[src/rtl/mips_ctrl_pkg.sv]
// Shared encodings for the multicycle MIPS control unit: states, opcodes, ALUOp and mux selects,
// plus the packed control word the FSM drives onto the datapath.
package mips_ctrl_pkg;

    typedef enum logic [3:0] {
        S_FETCH    = 4'd0,
        S_DECODE   = 4'd1,
        S_MEM_ADDR = 4'd2,
        S_MEM_RD   = 4'd3,
        S_MEM_WB   = 4'd4,
        S_MEM_WR   = 4'd5,
        S_R_EXEC   = 4'd6,
        S_R_WB     = 4'd7,
        S_I_EXEC   = 4'd8,
        S_I_WB     = 4'd9,
        S_BRANCH   = 4'd10,
        S_JUMP     = 4'd11,
        S_JAL      = 4'd12
    } state_t;

    localparam logic [5:0] OP_RTYPE = 6'h00;
    localparam logic [5:0] OP_J     = 6'h02;
    localparam logic [5:0] OP_JAL   = 6'h03;
    localparam logic [5:0] OP_BEQ   = 6'h04;
    localparam logic [5:0] OP_BNE   = 6'h05;
    localparam logic [5:0] OP_ADDI  = 6'h08;
    localparam logic [5:0] OP_ANDI  = 6'h0c;
    localparam logic [5:0] OP_ORI   = 6'h0d;
    localparam logic [5:0] OP_LUI   = 6'h0f;
    localparam logic [5:0] OP_LW    = 6'h23;
    localparam logic [5:0] OP_SW    = 6'h2b;

    localparam logic [2:0] ALUOP_R    = 3'b111;
    localparam logic [2:0] ALUOP_ADDI = 3'b110;
    localparam logic [2:0] ALUOP_ANDI = 3'b011;
    localparam logic [2:0] ALUOP_LUI  = 3'b001;
    localparam logic [2:0] ALUOP_ORI  = 3'b101;
    localparam logic [2:0] ALUOP_ADD  = 3'b010;
    localparam logic [2:0] ALUOP_SUB  = 3'b100;

    localparam logic [1:0] MTR_ALUOUT   = 2'b00;
    localparam logic [1:0] MTR_MDR      = 2'b01;
    localparam logic [1:0] MTR_PC       = 2'b10;
    localparam logic [1:0] RDST_RT      = 2'b00;
    localparam logic [1:0] RDST_RD      = 2'b01;
    localparam logic [1:0] RDST_RA      = 2'b10;
    localparam logic [1:0] SRCB_RT      = 2'b00;
    localparam logic [1:0] SRCB_FOUR    = 2'b01;
    localparam logic [1:0] SRCB_IMM     = 2'b10;
    localparam logic [1:0] SRCB_BRIMM   = 2'b11;
    localparam logic [1:0] PCSRC_ALU    = 2'b00;
    localparam logic [1:0] PCSRC_ALUOUT = 2'b01;
    localparam logic [1:0] PCSRC_JUMP   = 2'b10;

    typedef struct packed {
        logic       pc_write;
        logic       pc_cond_eq;
        logic       pc_cond_ne;
        logic       iord;
        logic       mem_read;
        logic       mem_write;
        logic       ir_write;
        logic [1:0] mem_to_reg;
        logic [1:0] reg_dst;
        logic       reg_write;
        logic       alu_src_a;
        logic [1:0] alu_src_b;
        logic [1:0] pc_source;
        logic [2:0] alu_op;
        logic       instr_done;
        logic       illegal_op;
        logic       mem_timeout;
    } ctrl_t;

    function automatic logic [2:0] imm_alu_op(input logic [5:0] op);
        case (op)
            OP_ANDI: return ALUOP_ANDI;
            OP_ORI:  return ALUOP_ORI;
            OP_LUI:  return ALUOP_LUI;
            default: return ALUOP_ADDI;
        endcase
    endfunction

    function automatic logic is_wait_state(input state_t s);
        return (s == S_FETCH) || (s == S_MEM_RD) || (s == S_MEM_WR);
    endfunction

endpackage

[src/rtl/mem_wait_timer.sv]
// Counts stalled cycles in a memory-wait state; flags expiry combinationally on the last allowed cycle.
// A ready cycle always wins over expiry, and leaving the wait state (or expiring) clears the count.
module mem_wait_timer #(
    parameter int LIMIT = 4
) (
    input  logic clk,
    input  logic rst_n,
    input  logic i_wait,
    input  logic i_ready,
    output logic o_expired
);

    localparam int CW = $clog2(LIMIT + 1);

    logic [CW-1:0] r_cnt;

    assign o_expired = i_wait && !i_ready && (r_cnt == CW'(LIMIT - 1));

    always_ff @(posedge clk or negedge rst_n) begin
        if (!rst_n) begin
            r_cnt <= '0;
        end else if (!i_wait || i_ready || o_expired) begin
            r_cnt <= '0;
        end else begin
            r_cnt <= r_cnt + CW'(1);
        end
    end

endmodule

[src/rtl/multicycle_control_fsm.sv]
// Multicycle MIPS Moore control unit; 3-5 cycles per instruction with mem_ready tied high.
// Memory stalls hold the strobes until mem_ready; an optional timeout aborts back to FETCH.
module multicycle_control_fsm
    import mips_ctrl_pkg::*;
#(
    parameter int ALUOP_W     = 3,
    parameter int MEM_TIMEOUT = 0,
    parameter int ENABLE_JAL  = 1
) (
    input  logic               clk,
    input  logic               reset,
    input  logic [5:0]         OP,
    input  logic               mem_ready,
    output logic               PCWrite,
    output logic               PCWriteCondEQ,
    output logic               PCWriteCondNE,
    output logic               IorD,
    output logic               MemRead,
    output logic               MemWrite,
    output logic               IRWrite,
    output logic [1:0]         MemtoReg,
    output logic [1:0]         RegDst,
    output logic               RegWrite,
    output logic               ALUSrcA,
    output logic [1:0]         ALUSrcB,
    output logic [1:0]         PCSource,
    output logic [ALUOP_W-1:0] ALUOp,
    output logic [3:0]         state_o,
    output logic               instr_done,
    output logic               illegal_op,
    output logic               mem_timeout
);

    state_t r_state;
    state_t w_next;
    ctrl_t  w_ctl;
    logic   w_expired;
    logic   w_legal;
    logic   w_wait;

    assign w_wait = is_wait_state(r_state);

    generate
        if (MEM_TIMEOUT > 0) begin : g_timer
            mem_wait_timer #(.LIMIT(MEM_TIMEOUT)) u_timer (
                .clk       (clk),
                .rst_n     (reset),
                .i_wait    (w_wait),
                .i_ready   (mem_ready),
                .o_expired (w_expired)
            );
        end else begin : g_no_timer
            assign w_expired = 1'b0;
        end
    endgenerate

    always_comb begin
        w_legal = 1'b0;
        case (OP)
            OP_RTYPE, OP_ADDI, OP_ANDI, OP_ORI, OP_LUI,
            OP_LW, OP_SW, OP_BEQ, OP_BNE, OP_J: w_legal = 1'b1;
            OP_JAL:  w_legal = (ENABLE_JAL != 0);
            default: w_legal = 1'b0;
        endcase
    end

    always_ff @(posedge clk or negedge reset) begin
        if (!reset) begin
            r_state <= S_FETCH;
        end else begin
            r_state <= w_next;
        end
    end

    always_comb begin
        w_next = r_state;
        case (r_state)
            S_FETCH: begin
                if (mem_ready) w_next = S_DECODE;
            end
            S_DECODE: begin
                case (OP)
                    OP_RTYPE:                           w_next = S_R_EXEC;
                    OP_ADDI, OP_ANDI, OP_ORI, OP_LUI:   w_next = S_I_EXEC;
                    OP_LW, OP_SW:                       w_next = S_MEM_ADDR;
                    OP_BEQ, OP_BNE:                     w_next = S_BRANCH;
                    OP_J:                               w_next = S_JUMP;
                    OP_JAL:  w_next = (ENABLE_JAL != 0) ? S_JAL : S_FETCH;
                    default:                            w_next = S_FETCH;
                endcase
            end
            S_MEM_ADDR: w_next = (OP == OP_SW) ? S_MEM_WR : S_MEM_RD;
            S_MEM_RD: begin
                if (mem_ready)      w_next = S_MEM_WB;
                else if (w_expired) w_next = S_FETCH;
            end
            S_MEM_WR: begin
                if (mem_ready || w_expired) w_next = S_FETCH;
            end
            S_R_EXEC: w_next = S_R_WB;
            S_I_EXEC: w_next = S_I_WB;
            default:  w_next = S_FETCH;
        endcase
    end

    always_comb begin
        w_ctl        = '0;
        w_ctl.alu_op = ALUOP_ADD;
        case (r_state)
            S_FETCH: begin
                w_ctl.mem_read  = 1'b1;
                w_ctl.alu_src_b = SRCB_FOUR;
                w_ctl.pc_source = PCSRC_ALU;
                w_ctl.ir_write  = mem_ready;
                w_ctl.pc_write  = mem_ready;
            end
            S_DECODE: begin
                w_ctl.alu_src_b  = SRCB_BRIMM;
                w_ctl.illegal_op = !w_legal;
                w_ctl.instr_done = !w_legal;
            end
            S_MEM_ADDR: begin
                w_ctl.alu_src_a = 1'b1;
                w_ctl.alu_src_b = SRCB_IMM;
            end
            S_MEM_RD: begin
                w_ctl.iord     = 1'b1;
                w_ctl.mem_read = 1'b1;
            end
            S_MEM_WB: begin
                w_ctl.reg_dst    = RDST_RT;
                w_ctl.mem_to_reg = MTR_MDR;
                w_ctl.reg_write  = 1'b1;
                w_ctl.instr_done = 1'b1;
            end
            S_MEM_WR: begin
                w_ctl.iord       = 1'b1;
                w_ctl.mem_write  = 1'b1;
                w_ctl.instr_done = mem_ready;
            end
            S_R_EXEC: begin
                w_ctl.alu_src_a = 1'b1;
                w_ctl.alu_src_b = SRCB_RT;
                w_ctl.alu_op    = ALUOP_R;
            end
            S_R_WB: begin
                w_ctl.reg_dst    = RDST_RD;
                w_ctl.mem_to_reg = MTR_ALUOUT;
                w_ctl.reg_write  = 1'b1;
                w_ctl.instr_done = 1'b1;
            end
            S_I_EXEC: begin
                w_ctl.alu_src_a = 1'b1;
                w_ctl.alu_src_b = SRCB_IMM;
                w_ctl.alu_op    = imm_alu_op(OP);
            end
            S_I_WB: begin
                w_ctl.reg_dst    = RDST_RT;
                w_ctl.mem_to_reg = MTR_ALUOUT;
                w_ctl.reg_write  = 1'b1;
                w_ctl.instr_done = 1'b1;
            end
            S_BRANCH: begin
                w_ctl.alu_src_a  = 1'b1;
                w_ctl.alu_src_b  = SRCB_RT;
                w_ctl.alu_op     = ALUOP_SUB;
                w_ctl.pc_source  = PCSRC_ALUOUT;
                w_ctl.pc_cond_eq = (OP == OP_BEQ);
                w_ctl.pc_cond_ne = (OP == OP_BNE);
                w_ctl.instr_done = 1'b1;
            end
            S_JUMP: begin
                w_ctl.pc_write   = 1'b1;
                w_ctl.pc_source  = PCSRC_JUMP;
                w_ctl.instr_done = 1'b1;
            end
            S_JAL: begin
                w_ctl.pc_write   = 1'b1;
                w_ctl.pc_source  = PCSRC_JUMP;
                w_ctl.reg_dst    = RDST_RA;
                w_ctl.mem_to_reg = MTR_PC;
                w_ctl.reg_write  = 1'b1;
                w_ctl.instr_done = 1'b1;
            end
            default: ;
        endcase
        w_ctl.mem_timeout = w_expired;
        // Gate combinationally so strobes fall the instant reset asserts, not at the next edge.
        if (!reset) w_ctl = '0;
    end

    assign PCWrite       = w_ctl.pc_write;
    assign PCWriteCondEQ = w_ctl.pc_cond_eq;
    assign PCWriteCondNE = w_ctl.pc_cond_ne;
    assign IorD          = w_ctl.iord;
    assign MemRead       = w_ctl.mem_read;
    assign MemWrite      = w_ctl.mem_write;
    assign IRWrite       = w_ctl.ir_write;
    assign MemtoReg      = w_ctl.mem_to_reg;
    assign RegDst        = w_ctl.reg_dst;
    assign RegWrite      = w_ctl.reg_write;
    assign ALUSrcA       = w_ctl.alu_src_a;
    assign ALUSrcB       = w_ctl.alu_src_b;
    assign PCSource      = w_ctl.pc_source;
    assign ALUOp         = ALUOP_W'(w_ctl.alu_op);
    assign state_o       = reset ? r_state : 4'd0;
    assign instr_done    = w_ctl.instr_done;
    assign illegal_op    = w_ctl.illegal_op;
    assign mem_timeout   = w_ctl.mem_timeout;

endmodule

[config.mk]
export PLATFORM = sky130hd
export DESIGN_NAME = multicycle_control_fsm
export DESIGN_NICKNAME = d
export VERILOG_FILES = /design/src/rtl/mips_ctrl_pkg.sv /design/src/rtl/mem_wait_timer.sv /design/src/rtl/multicycle_control_fsm.sv
export SDC_FILE = /design/constraint.sdc
export NUM_CORES = 1
export LEC_CHECK = 0
export ABC_AREA = 1
export BUFFER_PORTS_ARGS = -buffer_cell sky130_fd_sc_hd__buf_2
export CAP_MARGIN = 20
export CORE_AREA = 5 5 49 51
export DETAILED_ROUTE_END_ITERATION = 12
export DIE_AREA = 0 0 54 56
export GPL_ROUTABILITY_DRIVEN = 0
export PLACE_DENSITY = 0.81
export SYNTH_ARGS = -nofsm -noshare
export SYNTH_HDL_FRONTEND = slang
export SYNTH_HIERARCHICAL = 1
export SYNTH_SLANG_ARGS = --single-unit
export TNS_END_PERCENT = 10
[constraint.sdc]
create_clock -name clk -period 1.45 [get_ports clk]
set_input_delay 0.3625 -clock clk [delete_from_list [all_inputs] [get_ports clk]]
set_output_delay 0.3625 -clock clk [all_outputs]
set_load 0.1 [all_outputs]
==> summary.txt, run 1 <==
Half-perimeter wire length after detailed placement: 3710 um
Sequential area share after synthesis: 13.6%
Total of flip-flops plus latches after synthesis: 4
Status: did not finish
Run Error: [ERROR DPL-0038] Utilization greater than 100%, impossible to legalize
Post-CTS repair timing setup buffer count: 7
Placement Rows: 16
Count of buffers from port buffering: 34
Post-Synthesis Net Count: 154
Cell at the root of the clock tree: sky130_fd_sc_hd__clkbuf_4
Mean instance size in the synthesized netlist: 5.07 um^2
Die outline width: 54 um
Cts bufs inserted: 3
I/O pins: 36
Chip Height: 56 um
Number of hold buffers added after CTS: 0
Initial cell density of the core: 38.6%
Synth Instances: 145
Count of unique library cells instantiated by Yosys: 21
Warnings, synthesis: 6
Cell area after placement: 1800 um^2
CTS H-tree depth: 1
Total number of clock tree sinks: 4
Quantity of gates resized following cts: 33
Cell Area, Synth: 734 um^2
Stage at which the run stopped: clock tree synthesis (4_1_cts)
Max clock buf depth: 2
## cell families after synthesis
family | Yosys count | share of synthesized area (%)
AOI/OAI and AO/OA | 14 | 10.7
buffers and inverters | 30 | 16.4
DFF | 4 | 13.6
other | 1 | 0.511
and+or+nand+nor | 96 | 58.8
## synthesized netlist by cell type
| cell | count | area (um^2) |
|---|---|---|
| sky130_fd_sc_hd__nor2_1 | 33 | 124 |
| sky130_fd_sc_hd__nand2_1 | 32 | 120 |
| sky130_fd_sc_hd__inv_1 | 20 | 75.1 |
| sky130_fd_sc_hd__nand3_1 | 12 | 60.1 |
| sky130_fd_sc_hd__inv_2 | 6 | 22.5 |
| sky130_fd_sc_hd__nor2_2 | 6 | 37.5 |
| sky130_fd_sc_hd__nor3_1 | 6 | 30.0 |
| sky130_fd_sc_hd__a21oi_1 | 4 | 20.0 |
| sky130_fd_sc_hd__dfrtp_1 | 4 | 100 |
| sky130_fd_sc_hd__o21ai_0 | 4 | 20.0 |
| sky130_fd_sc_hd__a31oi_1 | 3 | 18.8 |
| sky130_fd_sc_hd__nand2_2 | 3 | 18.8 |
| sky130_fd_sc_hd__nor2_4 | 3 | 33.8 |
| sky130_fd_sc_hd__buf_4 | 2 | 15.0 |
| sky130_fd_sc_hd__a22oi_1 | 1 | 7.51 |
| sky130_fd_sc_hd__clkbuf_1 | 1 | 3.75 |
| sky130_fd_sc_hd__clkinv_1 | 1 | 3.75 |
| sky130_fd_sc_hd__conb_1 | 1 | 3.75 |
| sky130_fd_sc_hd__nand3b_1 | 1 | 7.51 |
| sky130_fd_sc_hd__o21ai_1 | 1 | 5.00 |
| sky130_fd_sc_hd__o21bai_1 | 1 | 7.51 |
## stage by stage
step | std cells | setup WS, ns
after floorplan | 145 | -0.541
after global placement | 237 | -0.360
after detailed placement | 237 | -0.475
==> run 2, diff against run 1 <==
- CORE_AREA: 5 5 49 51 -> 5 5 66 68
- DIE_AREA: 0 0 54 56 -> 0 0 71 73
- PLACE_DENSITY: 0.81 -> default
- PLACE_DENSITY_LB_ADDON: default -> 0.15
- clock period: 1.45 -> 1.9 ns (I/O delays scaled with it)
==> summary.txt, run 2 <==
Total number of clock tree sinks: 4 (unchanged)
Ys flop type: sky130_fd_sc_hd__dfrtp_1 (unchanged)
Most common cell after layout, fill and taps aside: sky130_fd_sc_hd__nand2_1
Final period utilization: 110%
Worst setup margin: -0.184 ns
CP arrival: 1.61 ns
Count of buffers from port buffering: 34 (unchanged)
Overall routing resource usage: 11.8%
Share of synthesized cell area in full adder, half adder and majority cells: 0% (unchanged)
Overall die area: 5180 um^2
Shortest clock period the worst path allows after layout: 2.08 ns
Launching instance or port of the critical path: r_state[0]$_DFFE_PN0P_
Synth Instances: 145 (unchanged)
Portion of synthesized cell area occupied by the leading cell type: 16.9% (unchanged)
Largest register by flop count: r_state
Maximum fanout encountered on the critical timing path: 7
EDFF count, synth: 0 (unchanged)
Classification of the worst setup path: reg -> out
Regs by FF count: r_state (4)
Via density per instance: 4.36
Total power divided by cell area: 1400 nW/um^2
Compound-Gate Fraction of Synth Area: 10.7% (unchanged)
Unrepaired setup endpoints after global routing: true
Antenna violations before repair: 0
Type of the worst min-delay path: in -> async
First-pass GRT wire length: 5030 um
Final wirelength: 2840 um
Proportion of synthesized area in mux cells: 0% (unchanged)
Total of flip-flops plus latches after synthesis: 4 (unchanged)
Cell area after placement: 1740 um^2 (was 1800 um^2)
Post-Synthesis Net Count: 154 (unchanged)
Maximum ir drop on the vdd rail: 0.000435 V
Final design instance area without fill: 1880 um^2
Int Power: 1.05 mW
Slew Viols, Final: 0
Sequential cell fraction of total power: 7.7%
Largest net degree at the start of global routing: 19
1st-iter DRT viols: 26
Antenna-violating nets left: 0
Total Nets Final: 216
Routed length per placed instance: 11.1 um
Most used standard cells in the synthesized netlist: sky130_fd_sc_hd__nor2_1, sky130_fd_sc_hd__nand2_1, sky130_fd_sc_hd__inv_1, sky130_fd_sc_hd__nand3_1 (unchanged)
Kind of start point of the critical path: register
Critical path endpoint: instr_done
Placement Rows: 23 (was 16)
Sequential area share after synthesis: 13.6% (unchanged)
Max clock buf depth: 2 (unchanged)
Endpoints failing hold: 0
Via count of the routed design: 1,112
Area growth from synthesis to layout: 156%
Highest attainable clock frequency: 480 MHz
Cts bufs inserted: 3 (unchanged)
Switching portion of total power: 59.9%
Initial cell density of the core: 19.3% (was 38.6%)
Endpoints failing setup: 19
Cell Area, Synth: 734 um^2 (unchanged)
XOR/XNOR share of the synthesized area: 0% (unchanged)
Core area: 3800 um^2
Most instantiated library cell after synthesis: sky130_fd_sc_hd__nor2_1 (unchanged)
Violations in the final reports: setup timing
Top post-synthesis cells by area: sky130_fd_sc_hd__nor2_1, sky130_fd_sc_hd__nand2_1, sky130_fd_sc_hd__dfrtp_1 (unchanged)
FF-to-FF Start: r_state[0]$_DFFE_PN0P_
Half-perimeter wire length after detailed placement: 2400 um (was 3710 um)
Clock latency on the worst-skew pair: 0.21 ns
Worst-path clk slew: 0.03 ns
Warnings, synthesis: 6 (unchanged)
Cell at the root of the clock tree: sky130_fd_sc_hd__clkbuf_8 (was sky130_fd_sc_hd__clkbuf_4)
Number of hold buffers added after CTS: 0 (unchanged)
Fraction of layout cells with a size suffix above 1: 62.4%
Comb pwr share: 85.6%
Layout Utilization: 49.6%
Async set or reset register ratio after synthesis: 100% (unchanged)
Status: complete, but fails checks (was did not finish)
I/O pins: 36 (unchanged)
Reported net switching power: 1.57 mW
Largest register FFs: 4
Mean instance size in the synthesized netlist: 5.07 um^2 (unchanged)
Kind of capture point of the worst setup path: primary output
Leading area contributor after synthesis: sky130_fd_sc_hd__nor2_1 (unchanged)
Count of unique library cells instantiated by Yosys: 21 (unchanged)
Worst r2r dst: r_state[0]$_DFFE_PN0P_
Max-capacitance violation count: 0
Synthesized-area fraction occupied by and/or/nand/nor cells: 58.8% (unchanged)
Chip Height: 73 um (was 56 um)
Die outline width: 71 um (was 54 um)
Number of global-route vias before repair: 1,167
Ant diodes: 0
Number of design rule violations left after detail routing: 0
Number of cells traversed by the worst register-to-register path: 9
GRT Residual Overflow: 0
First-pass DRT Iterations: 4
Combinational family with the most area after synthesis: simple AND/OR/NAND/NOR gates (unchanged)
TritonCTS clock tree: built
Data required, critical path: 1.42 ns
Leakage power figure: 0.860 nW
Worst setup skew after layout: 0.00241 ns
Fraction of power consumed by the clock network: 6.7%
Commonest cells after routing, fill and taps aside: sky130_fd_sc_hd__nand2_1, sky130_fd_sc_hd__buf_12, sky130_fd_sc_hd__buf_4
CTS H-tree depth: 1 (unchanged)
Setup slack on the worst flop-to-flop path: 0.35 ns
-- run 2: cell counts after synthesis --
No cell type changed its count.
-- run 2: critical path: stages, from the launching register on --
cell,delay (ns)
sky130_fd_sc_hd__dfrtp_2,0.48
sky130_fd_sc_hd__nor2_4,0.20
sky130_fd_sc_hd__inv_2,0.08
sky130_fd_sc_hd__nor2_4,0.11
sky130_fd_sc_hd__nor2_1,0.05
sky130_fd_sc_hd__nand2_1,0.08
sky130_fd_sc_hd__nor2_2,0.06
sky130_fd_sc_hd__a21oi_4,0.14
sky130_fd_sc_hd__buf_12,0.19
-- run 2: worst min-delay path by stage --
stage,from,to,slack [ns],depth (start not counted)
floorplan,reset,r_state[0]$_DFFE_PN0P_,0.18,0
global placement,reset,r_state[2]$_DFFE_PN0P_,0.41,2
detailed placement,reset,r_state[2]$_DFFE_PN0P_,0.41,2
CTS,reset,r_state[3]$_DFFE_PN0P_,0.19,2
global route,reset,r_state[3]$_DFFE_PN0P_,0.21,2
finish,reset,r_state[3]$_DFFE_PN0P_,0.19,2
-- run 2: timing repair --
action / in CTS / in global routing
hold endpoints to repair: 0 / 0
pin swaps: 4 / 6
buffers inserted: 1 / 2
endpoints found under the setup margin: 17 / 21
gates resized for setup: 15 / 14
-- run 2: final cells by class --
type                            count  area (um^2)
Fill cell                         395         1920
Multi-Input combinational cell    111          798
Timing Repair Buffer               60          768
Inverter                           27          110
Sequential cell                     4          103
Tap cell                           50         62.6
Clock buffer                        3         41.3
-- run 2: stage by stage --
step	total power [mW]	setup TNS, ns	setup WS (ns)	hold slack (ns)	std cells
3_5_place_dp	2.30	-0.697	-0.167	0.415	249
5_1_grt	2.76	-3.17	-0.253	0.211	255
3_3_place_gp	2.29	-0.471	-0.111	0.413	249
6_report	2.63	-1.56	-0.184	0.192	255
4_1_cts	2.54	-1.65	-0.173	0.190	253
2_1_floorplan	1.55	-3.10	-0.204	0.179	145
-- run 2: power by group through the flow --
stage	sequential, mW	clock [mW]	combinational, mW
2_1_floorplan	0.190	0	1.36
6_report	0.202	0.176	2.25
3_3_place_gp	0.193	0	2.09
3_5_place_dp	0.193	0	2.11
4_1_cts	0.195	0.178	2.17
5_1_grt	0.207	0.183	2.37
-- run 2: logic make-up after synthesis --
kind of cell    count (synthesis)
other cells                     1
buf+inv                        30
compound gates                 14
simple gates                   96
flops                           4
-- run 2: layer usage --
metal,vias to the layer above,share of wire (%),track usage (%)
met5,-,0,0
met4,0,1.3,5.85
met3,4,3.4,1.65
met2,28,58,22.6
met1,515,38,12.6
li1,565,-,-
Note: power is estimated with default switching activity, not from simulation.
